[config.mk]
export PLATFORM = sky130hd
export DESIGN_NAME = rf_write_arbiter
export DESIGN_NICKNAME = d
export VERILOG_FILES = /design/src/rtl/rf_write_arbiter_pkg.sv /design/src/rtl/rf_write_arbiter.sv
export SDC_FILE = /design/constraint.sdc
export NUM_CORES = 1
export LEC_CHECK = 0
export ABC_AREA = 1
export CAP_MARGIN = 10
export CORE_UTILIZATION = 36
export CTS_CLUSTER_DIAMETER = 40
export DETAILED_ROUTE_END_ITERATION = 10
export PLACE_DENSITY_LB_ADDON = 0.1
export SYNTH_ARGS = -nofsm -noshare
export SYNTH_HDL_FRONTEND = slang
export SYNTH_SLANG_ARGS = --single-unit
export TNS_END_PERCENT = 100
[constraint.sdc]
create_clock -name clk -period 1.25 [get_ports clk]
set_input_delay 0.25 -clock clk [delete_from_list [all_inputs] [get_ports clk]]
set_output_delay 0.25 -clock clk [all_outputs]
set_load 0.005 [all_outputs]
[src/rtl/rf_write_arbiter_pkg.sv]
// Shared constants for the register-file write arbiter: FSM encoding,
// write-source codes, and the datapath widths common to the EX/WB register
// and the register file.
package rf_write_arbiter_pkg;

   // Datapath widths shared with EX/WB and the register file
   localparam int DATA_W = 8;
   localparam int ADDR_W = 3;
   localparam int OPC_W  = 2;

   // Arbiter FSM states
   localparam logic [1:0] ST_IDLE  = 2'd0;
   localparam logic [1:0] ST_WAIT  = 2'd1;
   localparam logic [1:0] ST_STALL = 2'd2;
   localparam logic [1:0] ST_ACK   = 2'd3;

   // rf_src encoding
   localparam logic SRC_PIPE = 1'b0;
   localparam logic SRC_HOST = 1'b1;

endpackage

[src/rtl/rf_write_arbiter.sv]
// Register-file write-port arbiter. The pipeline write-back always wins
// except in the single forced-stall cycle; a host request starved for
// STARVE_LIMIT consecutive cycles forces that stall so the host gets a slot.
// All rf_* outputs and host_ack are registered (1-cycle latency for both
// sources); stall_pipe decodes the state register only.
module rf_write_arbiter
   import rf_write_arbiter_pkg::*;
#(
   parameter int DATA_W_P     = DATA_W,
   parameter int ADDR_W_P     = ADDR_W,
   parameter int OPC_W_P      = OPC_W,
   parameter int STARVE_LIMIT = 4
) (
   input  logic                clk,
   input  logic                Reset,
   input  logic                wb_we,
   input  logic [ADDR_W_P-1:0] wb_addr,
   input  logic [DATA_W_P-1:0] wb_data,
   input  logic [OPC_W_P-1:0]  wb_opcode,
   input  logic                host_req,
   input  logic [ADDR_W_P-1:0] host_addr,
   input  logic [DATA_W_P-1:0] host_data,
   output logic                host_ack,
   output logic                stall_pipe,
   output logic                rf_we,
   output logic [ADDR_W_P-1:0] rf_addr,
   output logic [DATA_W_P-1:0] rf_data,
   output logic                rf_src,
   output logic [OPC_W_P-1:0]  rf_opcode,
   output logic                collision_err
);

   localparam int CNT_W = (STARVE_LIMIT < 1) ? 1 : $clog2(STARVE_LIMIT + 1);
   localparam logic [CNT_W:0]   LIMIT_X = (CNT_W + 1)'(STARVE_LIMIT);
   localparam logic [CNT_W-1:0] LIMIT_C = CNT_W'(STARVE_LIMIT);

   logic [1:0]       state, state_nxt;
   logic [CNT_W-1:0] cnt, cnt_nxt;
   logic [CNT_W:0]   cnt_inc;
   logic             host_grant;
   logic             pipe_acc;

   // Stall is purely a state decode so it cannot loop back through wb_we
   assign stall_pipe = (state == ST_STALL);

   // The pipeline write is dropped only in the forced-stall cycle
   assign pipe_acc = wb_we && (state != ST_STALL);

   // One extra bit so the increment can be compared before saturating
   assign cnt_inc = {1'b0, cnt} + (CNT_W + 1)'(1);

   // Next-state, starvation counter and host-grant decision
   always_comb begin
      state_nxt  = state;
      cnt_nxt    = cnt;
      host_grant = 1'b0;
      case (state)
         ST_IDLE: begin
            if (host_req) begin
               if (!wb_we) begin
                  host_grant = 1'b1;
                  state_nxt  = ST_ACK;
               end else begin
                  state_nxt = ST_WAIT;
                  cnt_nxt   = CNT_W'(1);
               end
            end
         end
         ST_WAIT: begin
            if (!host_req) begin
               // host withdrew without an ack: forget the starvation history
               state_nxt = ST_IDLE;
               cnt_nxt   = '0;
            end else if (!wb_we) begin
               host_grant = 1'b1;
               state_nxt  = ST_ACK;
               cnt_nxt    = '0;
            end else begin
               if (cnt_inc >= LIMIT_X) begin
                  state_nxt = ST_STALL;
                  cnt_nxt   = LIMIT_C;
               end else begin
                  cnt_nxt = cnt_inc[CNT_W-1:0];
               end
            end
         end
         ST_STALL: begin
            host_grant = 1'b1;
            state_nxt  = ST_ACK;
            cnt_nxt    = '0;
         end
         default: begin
            // ST_ACK: host write is on the port now; host_req is ignored
            state_nxt = ST_IDLE;
         end
      endcase
   end

   // FSM and counter registers
   always_ff @(posedge clk) begin
      if (Reset) begin
         state <= ST_IDLE;
         cnt   <= '0;
      end else begin
         state <= state_nxt;
         cnt   <= cnt_nxt;
      end
   end

   // Registered write port; grant and pipeline accept never coincide because
   // a grant needs wb_we=0 or the stall cycle, where wb_we is ignored
   always_ff @(posedge clk) begin
      if (Reset) begin
         rf_we     <= 1'b0;
         rf_addr   <= '0;
         rf_data   <= '0;
         rf_src    <= SRC_PIPE;
         rf_opcode <= '0;
         host_ack  <= 1'b0;
      end else begin
         host_ack <= host_grant;
         rf_we    <= host_grant || pipe_acc;
         if (host_grant) begin
            rf_addr   <= host_addr;
            rf_data   <= host_data;
            rf_src    <= SRC_HOST;
            rf_opcode <= '0;
         end else if (pipe_acc) begin
            rf_addr   <= wb_addr;
            rf_data   <= wb_data;
            rf_src    <= SRC_PIPE;
            rf_opcode <= wb_opcode;
         end else begin
            rf_addr   <= '0;
            rf_data   <= '0;
            rf_src    <= SRC_PIPE;
            rf_opcode <= '0;
         end
      end
   end

   // Sticky flag: the pipeline ignored the stall and its write was lost
   always_ff @(posedge clk) begin
      if (Reset) collision_err <= 1'b0;
      else if (stall_pipe && wb_we) collision_err <= 1'b1;
   end

endmodule

Word level (Yosys, flattened, before mapping)
Cells that the tools add are included.
Widths: inputs -> output; s select.
{ "word_totals": {"ff_bits": 22, "out_inout_bits": 18, "elab_cells": 47, "input_bits": 28} }
{ "classes": {"n_lt_le_gt_ge": 1, "add_sub_neg": 1, "n_reduce_logical": 9, "muxes": 20, "n_bitwise": 1, "n_eq_ne": 6} }
{ "ops": {"columns": ["op", "n"], "rows": [
  ["$mux 3", 7],
  ["$mux 8", 2],
  ["$mux 2", 5],
  ["$pmux 3 s3", 1],
  ["$ne 2x2->1 const B", 3],
  ["$pmux 2 s3", 1],
  ["$add 3x1->4 const B", 1],
  ["$ge 4x3->1 const B", 1],
  ["$ne 4x4->1 const B", 1],
  ["$mux 1", 3],
  ["$reduce_and 3->1", 1],
  ["$reduce_bool 3->1", 1],
  ["$reduce_or 3->1", 1],
  ["$eq 2x1->1 const B", 1],
  ["$eq 2x2->1 const B", 1],
  ["$logic_and 1x1->1", 2],
  ["$logic_not 2->1", 1],
  ["$pmux 1 s2", 1],
  ["$reduce_and 2->1", 1],
  ["$reduce_or 2->1", 1],
  ["$logic_or 1x1->1", 1],
  ["$not 1->1", 1]
]} }

Depth between registers and ports, before layout
{ "logic_depth": {"depth_word": 6, "mapped_depth": 9, "mapped_depth_nobuf": 9} }

Worst setup path before layout
OpenSTA, ideal clock, no wires.
{ "synth_path": {"path_kind": "register to register", "start": "register state[0]", "end": "register rf_addr[0]", "slack_ns": -0.049, "required_ns": 1.192, "arrival_time_ns": 1.241, "path_buffers": 1, "stages_incl_launch_ff": 9, "path_cell_list": "dfxtp_1 > inv_1 > ha_1 > inv_2 > nand2_1 > nor2_2 > buf_4 > nand3_1 > nand2_1"} }
{ "synth_rtl": {"columns": ["item", "line", "source"], "rows": [
  ["start, declared", "rf_write_arbiter.sv:37", "logic [1:0] state, state_nxt;"],
  ["start signal, assigned", "rf_write_arbiter.sv:105", "state <= state_nxt;"],
  ["$eq 2x2->1", null, null],
  ["via stall_pipe", "rf_write_arbiter.sv:24", "output logic stall_pipe,"],
  ["$pmux 1 s2", "rf_write_arbiter.sv:57", "case (state)"],
  ["$mux 3", "rf_write_arbiter.sv:123", "if (host_grant) begin"],
  ["end signal, assigned", "rf_write_arbiter.sv:124", "rf_addr <= host_addr;"],
  ["end signal, assigned", "rf_write_arbiter.sv:129", "rf_addr <= wb_addr;"],
  ["end, declared", "rf_write_arbiter.sv:26", "output logic [ADDR_W_P-1:0] rf_addr,"]
]} }
The timed path passes the listed nets, and every way through them passes these cells.
A chain may end at the register's enable or synchronous reset.

Worst setup path in the final report
{ "layout_path": {"start": "register state[0]", "end": "register state[0]"} }
{ "layout_via": {"elab_chain_len": 3} }
{ "layout_lines": {"columns": ["item", "line"], "rows": [
  ["$eq 2x1->1 / $logic_not 2->1 (equally long branches)", "rf_write_arbiter.sv:57"],
  ["$ne 4x4->1 (no source line) / $ne 2x2->1 (equally long branches)", null],
  ["$reduce_and 2->1 (no source line)", null]
]} }
Several ways; a longest one is shown, not always the timed one.

==> out/qor.yml <==
fin_skew_ps: 4.59
multiInputGateArea_um2: 634
antenna_left: 0
worstRegToRegCells: 10
grt.total_usage_pct: 22.6
endpoint: "state[0]"
num_rows: 18
holdBufCountCts: 0
grt_pass1_vias: 1105
dp_slack_ps: -212
min_period_ps: 1310
r2r_slack_ps: -60
worst_path_most_repeated_cell: "nor2_1"
syn_nets: 166
ioPinCount: 46
post-route-util_pct: 71.1
vias: 1079
detail_route.wl_per_cell_um: 13.3
avgSynthCellArea_um2: 7.44
hold_path.class: "in2reg"
slew_viol_final: 0
slowest_stage: "dfxtp_2"
powerDensity_nw_per_um2: 1900
portBuffers: 45
vias_per_cell: 4.77
fillers: 221
cts_tree: "done"
gp_congestion: 0.818
crit_arrival_ps: 1540
synth_cells: 132
cpPeakStageDelay_ps: 370
core_area_um2: 2520
clockBufferDepth: 2
end_kind: "flip-flop"
worstSetupPathType: "reg2reg"
netlist_area_um2: 982
r2r_end: "state[0]"
required_ps: 1480
syn2layout_area_growth_pct: 82.7
wl_um: 3000
htreeDepth: 1
drtIter0Drc: 14
drtPass1Iterations: 4
path_cells: "inv_2 > ha_4 > buf_6 > inv_4 > nand2_4 > buf_4 > nand2_2 > a21oi_2 > nor2_1 > nor2_1"
min_path_cells: 3
die-area_um2: 2940
drc_errors: 0
cap_violations: 0
drive_gt1_share_pct: 38.3
worst_slew_margin_rel_pct: 82.5
nets: 231
clockRootBuffer: "clkbuf_4"
die_y_um: 54.2
diodes: 0
status: "finished with violations"
grt_pass1_wl_um: 4640
worstSkewPairLatency_ps: 320
setup_ws_ps: -58.6
die_w_um: 54.2
grt_setup_unrepaired: "yes"
crit_start: "state[0]"
violations: "setup timing"
hold_viol_final: 0
start_kind: "flip-flop"
ys_seq_elements: 21
p_leak_nw: 0.878
regArea_um2: 430
synth.distinct_cells: 17
path_clk_slew_ps: 130
yosysWarnings: 0
start_util_pct: 38.9
tightest_slew_ps: 262
numCtsBuffers: 3
timing.fmax_ghz: 0.764
critPathMaxFanout: 3
total_power_mw: 3.40
grt_overflow: 0
synth-seq-area-share_pct: 42.8
clock_sinks: 21
vdd_drop_max_mv: 1.44
post-dp-hpwl_um: 1830
final.setup.tns_ps: -594
grt_max_degree: 13
finalSetupViolCount: 16
antenna_found_initial: 0
r2r-start: "state[0]"
min_period_over_period_pct: 105
==> worst min-delay path by stage <==
stage / start / end / slack [ps]
4_1_cts: wb_opcode[0] / rf_opcode[0] / 440
3_5_place_dp: collision_err / collision_err / 470
2_1_floorplan: Reset / collision_err / 320
3_3_place_gp: collision_err / collision_err / 450
6_report: wb_opcode[1] / rf_opcode[1] / 440
5_1_grt: host_data[5] / rf_data[5] / 450
==> synth_stat cells, drive strengths merged <==
library cell / n / area (µm²)
a31oi: 2 / 12.5
o21ai: 1 / 5.00
nand3: 15 / 85.1
nor2: 12 / 55.1
buf: 4 / 33.8
dfxtp: 21 / 420
nand2: 49 / 204
a21oi: 5 / 25.0
inv: 16 / 60.1
ha: 6 / 75.1
nand4: 1 / 6.26
==> state kept, by name (all words and copies together) (netlist names) <==
signal / cells
rf_opcode: 2
state: 2
rf_we: 1
rf_data: 8
rf_addr: 3
collision_err: 1
cnt: 3
host_ack: 1
==> power breakdown <==
| group | leakage [nW] | switching, mW | total, mW | internal (mW) |
|---|---|---|---|---|
| combinational | 0.685 | 1.06 | 2.06 | 1.00 |
| sequential | 0.175 | 0.108 | 0.990 | 0.882 |
| clock | 0.0177 | 0.230 | 0.350 | 0.120 |
| total | 0.878 | 1.40 | 3.40 | 2.01 |
==> layer usage <==
layer	global-route usage [%]	up-vias	routed length [µm]
met2	40.9	33	1580
met4	11.5	0	65
met5	0	-	0
met3	3.33	7	100
li1	-	535	-
met1	25.3	504	1260
==> critical path, delay by kind of cell, from the launching register on <==
family,cells,cell delay (ps)
fa+ha+maj,1,160
flops,1,370
compound gates,1,50
buf+inv,4,380
simple gates,4,270
==> cell usage in the layout (no fill, tap or decap), types with 3 or more instances in the layout <==
cell type	count
clkbuf_4	3
nor2_1	8
inv_1	9
ha_4	4
a21oi_2	4
buf_6	8
nor2_4	3
dfxtp_2	5
nand3_2	13
buf_4	11
inv_2	4
nand2_4	3
nand2_1	37
inv_4	3
dfxtp_1	15
clkdlybuf4s50_1	27
dlygate4sd2_1	17
nand2_2	9
==> metrics by stage <==
stage | cell area [µm²] | hold slack (ps) | std cells
floorplan | 986 | 322 | 132
global placement | 1540 | 455 | 216
detailed placement | 1540 | 475 | 216
CTS | 1770 | 444 | 226
global route | 1790 | 450 | 226
finish | 1790 | 443 | 226
==> what timing repair did <==
item                       4_1_cts  5_1_grt
buffers inserted                 5        2
pin swaps                       36       14
resized for setup               65       12
setup endpoints to repair       34       19
cloned                           1        0
==> cells by family (layout without fill, tap and decap cells) <==
group,count (synthesis),count (layout),share of synthesized area [%]
compound gates,8,8,4.33
fa+ha+maj,6,6,7.64
buf+inv,20,84,9.55
flops,21,21,42.8
simple gates,77,77,35.7
==> final cells by class <==
| type | instances | area share, % |
|---|---|---|
| multi-input combinational | 91 | 35.4 |
| clock buffer | 3 | 1.26 |
| clock inverter | 1 | 0.279 |
| inverter | 16 | 3.77 |
| timing repair buffer | 64 | 33.3 |
| sequential | 21 | 24.0 |
| tap | 30 | 2.09 |
No activity file was read; power rests on OpenSTA's default activity.
